===== src/rtl/dac_update_sequencer.sv =====
// Feeds per-channel actuator updates from a small FIFO to the serial DAC transmitter.
// A shared LDAC strobe is pulsed after the last word of each frame.
module dac_update_sequencer #(
    parameter int unsigned FIFO_DEPTH   = 8,
    parameter int unsigned BUSY_TIMEOUT = 64,
    parameter int unsigned LDAC_CYCLES  = 4
) (
    input  logic        clk,
    input  logic        rst,
    input  logic        in_valid,
    output logic        in_ready,
    input  logic [2:0]  in_ch,
    input  logic [11:0] in_data,
    input  logic        in_last,
    output logic        dac_start,
    output logic [15:0] dac_data,
    input  logic        dac_busy,
    output logic        ldac_n,
    output logic        seq_busy,
    output logic        err_timeout,
    output logic [15:0] frame_cnt
);
    localparam int unsigned AW = $clog2(FIFO_DEPTH);
    localparam int unsigned TW = $clog2(BUSY_TIMEOUT + 1);
    localparam int unsigned LW = $clog2(LDAC_CYCLES + 1);
    localparam logic [AW:0]   FULL_CNT  = FIFO_DEPTH[AW:0];
    localparam logic [TW-1:0] TMO_LAST  = TW'(BUSY_TIMEOUT - 1);
    localparam logic [LW-1:0] LDAC_LAST = LW'(LDAC_CYCLES - 1);

    typedef enum logic [2:0] {IDLE, ISSUE, WAIT_BUSY, WAIT_DONE, LDAC} state_t;
    state_t state;

    logic [15:0]   mem [FIFO_DEPTH];
    logic [15:0]   head;
    logic [AW-1:0] wr_ptr;
    logic [AW-1:0] rd_ptr;
    logic [AW:0]   count;
    logic          full;
    logic          empty;
    logic          push;
    logic          pop;
    logic          last_q;
    logic [TW-1:0] tmo_cnt;
    logic [LW-1:0] ldac_cnt;

    assign full     = (count == FULL_CNT);
    assign empty    = (count == '0);
    assign in_ready = !full;
    assign push     = in_valid && !full;
    // Never pop (and so never start) while the transmitter still reports busy.
    assign pop      = (state == IDLE) && !empty && !dac_busy;
    assign head     = mem[rd_ptr];
    assign seq_busy = (state != IDLE) || !empty;

    always_ff @(posedge clk) begin
        if (rst) begin
            wr_ptr <= '0;
            rd_ptr <= '0;
            count  <= '0;
        end else begin
            if (push) begin
                mem[wr_ptr] <= {in_last, in_ch, in_data};
                wr_ptr      <= wr_ptr + 1'b1;
            end
            if (pop) begin
                rd_ptr <= rd_ptr + 1'b1;
            end
            if (push && !pop) begin
                count <= count + 1'b1;
            end else if (!push && pop) begin
                count <= count - 1'b1;
            end
        end
    end

    always_ff @(posedge clk) begin
        if (rst) begin
            state       <= IDLE;
            dac_start   <= 1'b0;
            dac_data    <= '0;
            last_q      <= 1'b0;
            tmo_cnt     <= '0;
            ldac_cnt    <= '0;
            ldac_n      <= 1'b1;
            err_timeout <= 1'b0;
            frame_cnt   <= '0;
        end else begin
            dac_start <= 1'b0;
            case (state)
                IDLE: begin
                    if (pop) begin
                        dac_data  <= {1'b0, head[14:0]};
                        last_q    <= head[15];
                        dac_start <= 1'b1;
                        state     <= ISSUE;
                    end
                end
                ISSUE: begin
                    tmo_cnt <= '0;
                    state   <= WAIT_BUSY;
                end
                WAIT_BUSY: begin
                    tmo_cnt <= tmo_cnt + 1'b1;
                    if (dac_busy) begin
                        state <= WAIT_DONE;
                    end else if (tmo_cnt == TMO_LAST) begin
                        // Word is dropped, but a last word still closes the frame.
                        err_timeout <= 1'b1;
                        if (last_q) begin
                            ldac_n   <= 1'b0;
                            ldac_cnt <= '0;
                            state    <= LDAC;
                        end else begin
                            state <= IDLE;
                        end
                    end
                end
                WAIT_DONE: begin
                    if (!dac_busy) begin
                        if (last_q) begin
                            ldac_n   <= 1'b0;
                            ldac_cnt <= '0;
                            state    <= LDAC;
                        end else begin
                            state <= IDLE;
                        end
                    end
                end
                LDAC: begin
                    if (ldac_cnt == LDAC_LAST) begin
                        ldac_n    <= 1'b1;
                        frame_cnt <= frame_cnt + 16'd1;
                        state     <= IDLE;
                    end else begin
                        ldac_cnt <= ldac_cnt + 1'b1;
                    end
                end
                default: state <= IDLE;
            endcase
        end
    end
endmodule

===== config.mk =====
export PLATFORM = sky130hd
export DESIGN_NAME = dac_update_sequencer
export DESIGN_NICKNAME = d
export VERILOG_FILES = /design/src/rtl/dac_update_sequencer.sv
export SDC_FILE = /design/constraint.sdc
export NUM_CORES = 1
export LEC_CHECK = 0
export ABC_AREA = 0
export CAP_MARGIN = 20
export CORE_MARGIN = 4
export CORE_UTILIZATION = 25
export CTS_CLUSTER_DIAMETER = 150
export CTS_CLUSTER_SIZE = 30
export DETAILED_ROUTE_END_ITERATION = 10
export GPL_ROUTABILITY_DRIVEN = 0
export HOLD_SLACK_MARGIN = 0.03
export PLACE_DENSITY_LB_ADDON = 0.3
export SLEW_MARGIN = 10
export SYNTH_ARGS = -nofsm -noshare
export SYNTH_HDL_FRONTEND = slang
export SYNTH_SLANG_ARGS = --single-unit

===== constraint.sdc =====
create_clock -name clk -period 4.2 [get_ports clk]
set_clock_uncertainty 0.2 [all_clocks]
set_input_delay 1.05 -clock clk [delete_from_list [all_inputs] [get_ports clk]]
set_output_delay 1.05 -clock clk [all_outputs]
set_load 0.02 [all_outputs]

# Word level (Yosys, flattened, before mapping)
# Memory sizes are Yosys's and may differ from the RTL's. A register that Yosys moved wholly into a read port is not among the register bits.
# Cells that the tools add are included.
dict set report totals {
  reg_bits 42
  ram_bits 128
  input_bits 20
  out_inout_bits 37
  word_cells 84
  n_memories 1
}
# memory words word_bits rd rd_clocked_by_memory_dff write_ports line_no
set mem_list {}
lappend mem_list {mem 8 16 1 1 1 33} ;# logic [15:0] mem [FIFO_DEPTH];
dict set report classes {
  n_addsub 7
  eq_ne 14
  n_mux 26
  bitwise_logic 2
  n_reduce_logical 24
}
# cell n
set op_table {}
lappend op_table {{$mux W3} 11}
lappend op_table {{$add A16 B1 Y16 const B} 1}
lappend op_table {{$pmux W3 S5} 1}
lappend op_table {{$pmux W7 S2} 1}
lappend op_table {{$ne A2 B2 Y1 const B} 6}
lappend op_table {{$reduce_and A5 Y1} 2}
lappend op_table {{$add A3 B1 Y3 const B} 3}
lappend op_table {{$eq A3 B2 Y1 const B} 3}
lappend op_table {{$mux W1} 9}
lappend op_table {{$pmux W3 S3} 1}
lappend op_table {{$mux W4} 2}
lappend op_table {{$add A7 B1 Y7 const B} 1}
lappend op_table {{$eq A7 B6 Y1 const B} 1}
lappend op_table {{$reduce_bool A3 Y1} 2}
lappend op_table {{$logic_and A1 B1 Y1} 5}
lappend op_table {{$logic_not A1 Y1} 5}
lappend op_table {{$add A4 B1 Y4 const B} 1}
lappend op_table {{$eq A4 B4 Y1 const B} 1}
lappend op_table {{$logic_not A4 Y1} 1}
lappend op_table {{$reduce_and A2 Y1} 2}
lappend op_table {{$reduce_and A4 Y1} 1}
lappend op_table {{$reduce_bool A2 Y1} 2}
lappend op_table {{$sub A4 B1 Y4 const B} 1}
lappend op_table {{$eq A3 B1 Y1 const B} 1}
lappend op_table {{8 further kinds} 9}

# Depth between registers and ports, before layout
dict set report depth {
  depth_word 7
  depth_mapped 13
  ltp_nobuf 10
}

# Least setup slack after synthesis
# OpenSTA, ideal clock, no wires.
dict set report synth_timing {
  path_kind {in2reg}
  start {in rst}
  end {mem mem[0][0] (enable)}
  setup_ns 0.430
  t_arrival_ns 3.256
  t_required_ns 3.570
  setup_slack_ns 0.314
  stages 4
  n_path_buf 3
  cell_sequence {clkbuf_1 clkbuf_1 clkbuf_1 nor4_1}
}
dict set report synth_via {
  elab_chain_len 2
}
# item line_no
set synth_lines {}
lappend synth_lines {{from (decl)} 9} ;# input logic rst,
lappend synth_lines {{$mux W1} 56} ;# if (rst) begin
lappend synth_lines {{$mux W1 (not written as such)} 62} ;# mem[wr_ptr] <= {in_last, in_ch, in_data};
lappend synth_lines {{to (decl)} 33}
# Every way passes these cells.

# Final worst setup path
dict set report layout_timing {
  start {in dac_busy}
  end {reg count[3]}
}
dict set report layout_via {
  elab_chain_len 5
  elab_cells_between_ends 7
  cone_classes {mux (1); reduce/logical (6)}
}
# item line_no
set layout_lines {}
lappend layout_lines {{from (decl)} 17} ;# input logic dac_busy,
lappend layout_lines {{$logic_not A1 Y1 *} n/a}
lappend layout_lines {{$logic_and A1 B1 Y1 *} 51} ;# assign pop = (state == IDLE) && !empty && !dac_busy;
lappend layout_lines {{$logic_not A1 Y1} 68} ;# if (push && !pop) begin
lappend layout_lines {{$logic_and A1 B1 Y1} 68}
lappend layout_lines {{$mux W4 / $reduce_bool A2 Y1 (equally long branches)} n/a}
lappend layout_lines {{to (signal assigned)} 69} ;# count <= count + 1'b1;
lappend layout_lines {{to (signal assigned)} 71} ;# count <= count - 1'b1;
lappend layout_lines {{to (decl)} 37} ;# logic [AW:0] count;
# Mark *: on every way between the ends. The rest lies on a longest branch, timed or not.
# A chain may end at the register's enable or synchronous reset.

==> metrics.txt <==
Worst setup SP type input pin; Syn Area/Cell approximately 15 µm²; type of the worst setup path input pin to flip-flop; Peak VDD IR ~270 µV; Slew Limit Headroom a little under two fifths; Hold Path Class flip-flop to flip-flop; Vias per Instance 4.51; sequential share of power a little under half; slack of the critical path 0.782 ns; H-tree depth 4; CTS Hold Bufs 0; Fillers between 2000 and 3000; Hold Fails Final Rpt 0; HPWL Detailed 9.80 mm; slew of the pin with the lowest slew margin between 0.9 and 1 ns; antenna cells 0; post-synthesis sequential area ratio around two thirds; DP Worst Slack roughly 0.37 ns; r2r worst-path depth 10; largest cells by area after synthesis edfxtp_1, dfxtp_1, mux4_2; leakage power 2.89 nW; unrepaired setup endpoints after global routing no; PostCTS Resize Cnt 0; CTS Buffer Depth 2; Row Count 63; Worst Path Buf+Inv 4; Setup TNS 0 ns; EDFF count, synth roughly 130; most frequent cell after synthesis edfxtp_1; insertion delay to the later sink of the worst-skew pair about 0.43 ns; Clock transition at path regs 0.08 ns; CTS buffer count 17; GR Util All Layers between 10% and 20%; Net Sw Power 1.56 mW; R2R Path Start count[0]$_SDFFE_PP0P_; Synth Flop Type edfxtp_1; run status complete, no violations; top cell type's share of synthesized area between 50% and 60%; Clock Sinks 186; cells after synthesis between 500 and 600; DR DRC count 0; #FFs+latches synth roughly 190; Design Area, Final about 0.0091 mm²; period utilization 81.4%; Clock Power Share about a third; Via Count 4350; commonest cells in the netlist edfxtp_1, dfxtp_1, nor2_1, mux4_2, nand2_1; Synth async-reset ratio 0%; Initial Utilization roughly a quarter; Slowest cell on crit path clkdlybuf4s50_1; GR Overflow Total 0; vias in the first global route between 4000 and 5000; antenna-violating nets left 0; Multi-input gate area around 0.0023 mm²; initial antenna violation count 1; Slew Viols, Final 0; crit-path cells clkdlybuf4s50_1 > inv_1 > and3_1 > inv_1 > ha_1 > inv_1 > ha_1 > a21oi_1 > a211oi_1 > a31oi_1 > mux2_2; synthesized net count 536; DRT Pass-1 Iters 4; first-pass GRT wire length 25.7 mm; Final nets roughly 600; Syn-to-layout area delta 22.1%; Int Power about 3.4 mW; IO Pins between 50 and 60; Worst Path Max Fanout 7; Vert. Die Dim around 180 µm; sw frac between 30% and 40%; CP endpoint count[3]$_SDFFE_PP0P_; Worst Path Arrival roughly 3.5 ns; largest net degree at the start of global routing 43; DR iter-0 viols ~200; pwr dens about 550 mW/mm²; r2r endpoint count[3]$_SDFFE_PP0P_; Register Area around 0.005 mm²; Post-CTS Setup Inserts 0; CTS tree done; combinational share of power between 20 and 25%; width of the die 181 µm; Worst Path Required about 4.3 ns; total number of yosys warnings 0; fmax just under 300 MHz; crit-path leading delay family buffers and inverters; critical path capture point type flip-flop; routed len/inst 16.8 µm; flop-to-flop setup slack between 1 and 1.5 ns; Final Critical Period roughly 3.4 ns; Cell variety after synth 58; Die ar. between 0.03 and 0.04 mm²; Critical path origin dac_busy; Area after DPL 0.00850 mm²; CP Depth 11; mapped cell area 0.00748 mm²; PortBufs 55; Yosys top cell by area edfxtp_1; critical path's largest stage delay about 0.6 ns; total wire length 16.2 mm; Setup-failing EPs final 0; maxcap violations 0; CTS root buf clkbuf_16; Critical Path Most Common Cell inv_1; Core Area between 0.02 and 0.03 mm²; share of layout cells above drive strength 1 around 18%
-- sequential cells by signal, summed over array words and instances, names as in the netlist, 3 cells and up --
signal,cells
mem,128
frame_cnt,16
dac_data,15
tmo_cnt,7
count,4
ldac_cnt,3
rd_ptr,3
state,3
wr_ptr,3
-- placed cells by master, fill, tap and decap left out, types with 2 or more instances in the layout --
master | synthesis | routed
a211o_1 | 2 | 2
a211oi_1 | 2 | 2
a21oi_1 | 16 | 16
a22oi_1 | 2 | 2
and2_1 | 2 | 2
and3_1 | 3 | 3
buf_4 | 4 | 13
clkbuf_16 | 0 | 17
clkdlybuf4s50_1 | 0 | 54
clkinv_8 | 0 | 6
dfxtp_1 | 58 | 56
dfxtp_2 | 0 | 2
edfxtp_1 | 128 | 128
ha_1 | 9 | 9
inv_1 | 9 | 9
inv_12 | 0 | 3
inv_6 | 0 | 2
inv_8 | 0 | 3
mux2_2 | 6 | 6
mux2i_1 | 3 | 3
mux4_2 | 32 | 32
nand2_1 | 21 | 21
nand2b_1 | 3 | 3
nand3_1 | 13 | 13
nand3b_1 | 4 | 4
nand4_1 | 5 | 5
nand4_2 | 2 | 2
nor2_1 | 51 | 51
nor2b_1 | 6 | 6
nor3_1 | 19 | 19
nor4_1 | 4 | 2
nor4_2 | 0 | 2
nor4b_2 | 0 | 4
o21ai_0 | 12 | 12
o22ai_1 | 16 | 16
o31ai_1 | 2 | 2
or2_2 | 2 | 2
or3_1 | 4 | 4
xnor2_1 | 7 | 7
xor2_1 | 7 | 7
-- worst min-delay path by stage --
stage	startpoint	endpoint	slack (ns)	cells past startpoint
after floorplan	wr_ptr[0]$_SDFFE_PP0P_	wr_ptr[0]$_SDFFE_PP0P_	0.26	2
after global placement	wr_ptr[0]$_SDFFE_PP0P_	wr_ptr[0]$_SDFFE_PP0P_	0.28	2
after detailed placement	dac_data[7]$_SDFFE_PP0P_	dac_data[7]$_SDFFE_PP0P_	0.28	2
after CTS	dac_data[13]$_SDFFE_PP0P_	dac_data[13]$_SDFFE_PP0P_	0.30	2
after global routing	dac_data[0]$_SDFFE_PP0P_	dac_data[0]$_SDFFE_PP0P_	0.32	2
final	dac_data[13]$_SDFFE_PP0P_	dac_data[13]$_SDFFE_PP0P_	0.30	2
-- area by class of cell --
| type | count | share of cell area [%] |
|---|---|---|
| clock inverter | 15 | 2.25 |
| clock buffer | 17 | 4.66 |
| timing repair buffer | 68 | 7.04 |
| inverter | 9 | 0.370 |
| multi-input combinational | 280 | 25.5 |
| sequential | 186 | 54.8 |
| tap | 390 | 5.34 |
-- tightest hold or removal path, cell delays in order (launching register included) --
cell     delay, ns
dfxtp_1       0.32
nor2_1        0.10
nor3_1        0.04
-- through the flow --
step                      util (%)  hold WS [ns]  power (mW)  cells
final                         30.9         0.296        5.01    965
after global routing          30.9         0.321        5.29    965
after CTS                     30.9         0.299        5.09    965
after detailed placement      28.8         0.283        3.41    933
after global placement        28.8         0.276        3.38    933
after floorplan                  -         0.262        3.03    506
-- layer usage --
layer | track usage, % | wire (µm) | vias up
met3 | 2.76 | 662 | 14
met4 | 2.55 | 140 | 2
li1 | - | - | 2052
met1 | 13.0 | 7280 | 2191
met5 | 0 | 10 | -
met2 | 16.9 | 8130 | 91
-- logic make-up after synthesis --
group / Yosys count / share of synthesized area (%)
flops: 186 / 66.9
simple gates: 154 / 11.3
compound gates: 60 / 4.95
mux: 41 / 10.9
buf+inv: 40 / 2.47
xor+xnor: 14 / 1.64
fa+ha+maj: 10 / 1.77
other cells: 1 / 0.0501
-- power by group through the flow --
stage	registers, mW	logic, mW	clock network, mW
4_1_cts	2.28	1.10	1.71
2_1_floorplan	2.27	0.761	0
3_3_place_gp	2.31	1.08	0
6_report	2.27	1.09	1.65
3_5_place_dp	2.32	1.10	0
5_1_grt	2.30	1.20	1.78
Note: power is estimated with default switching activity, not from simulation.
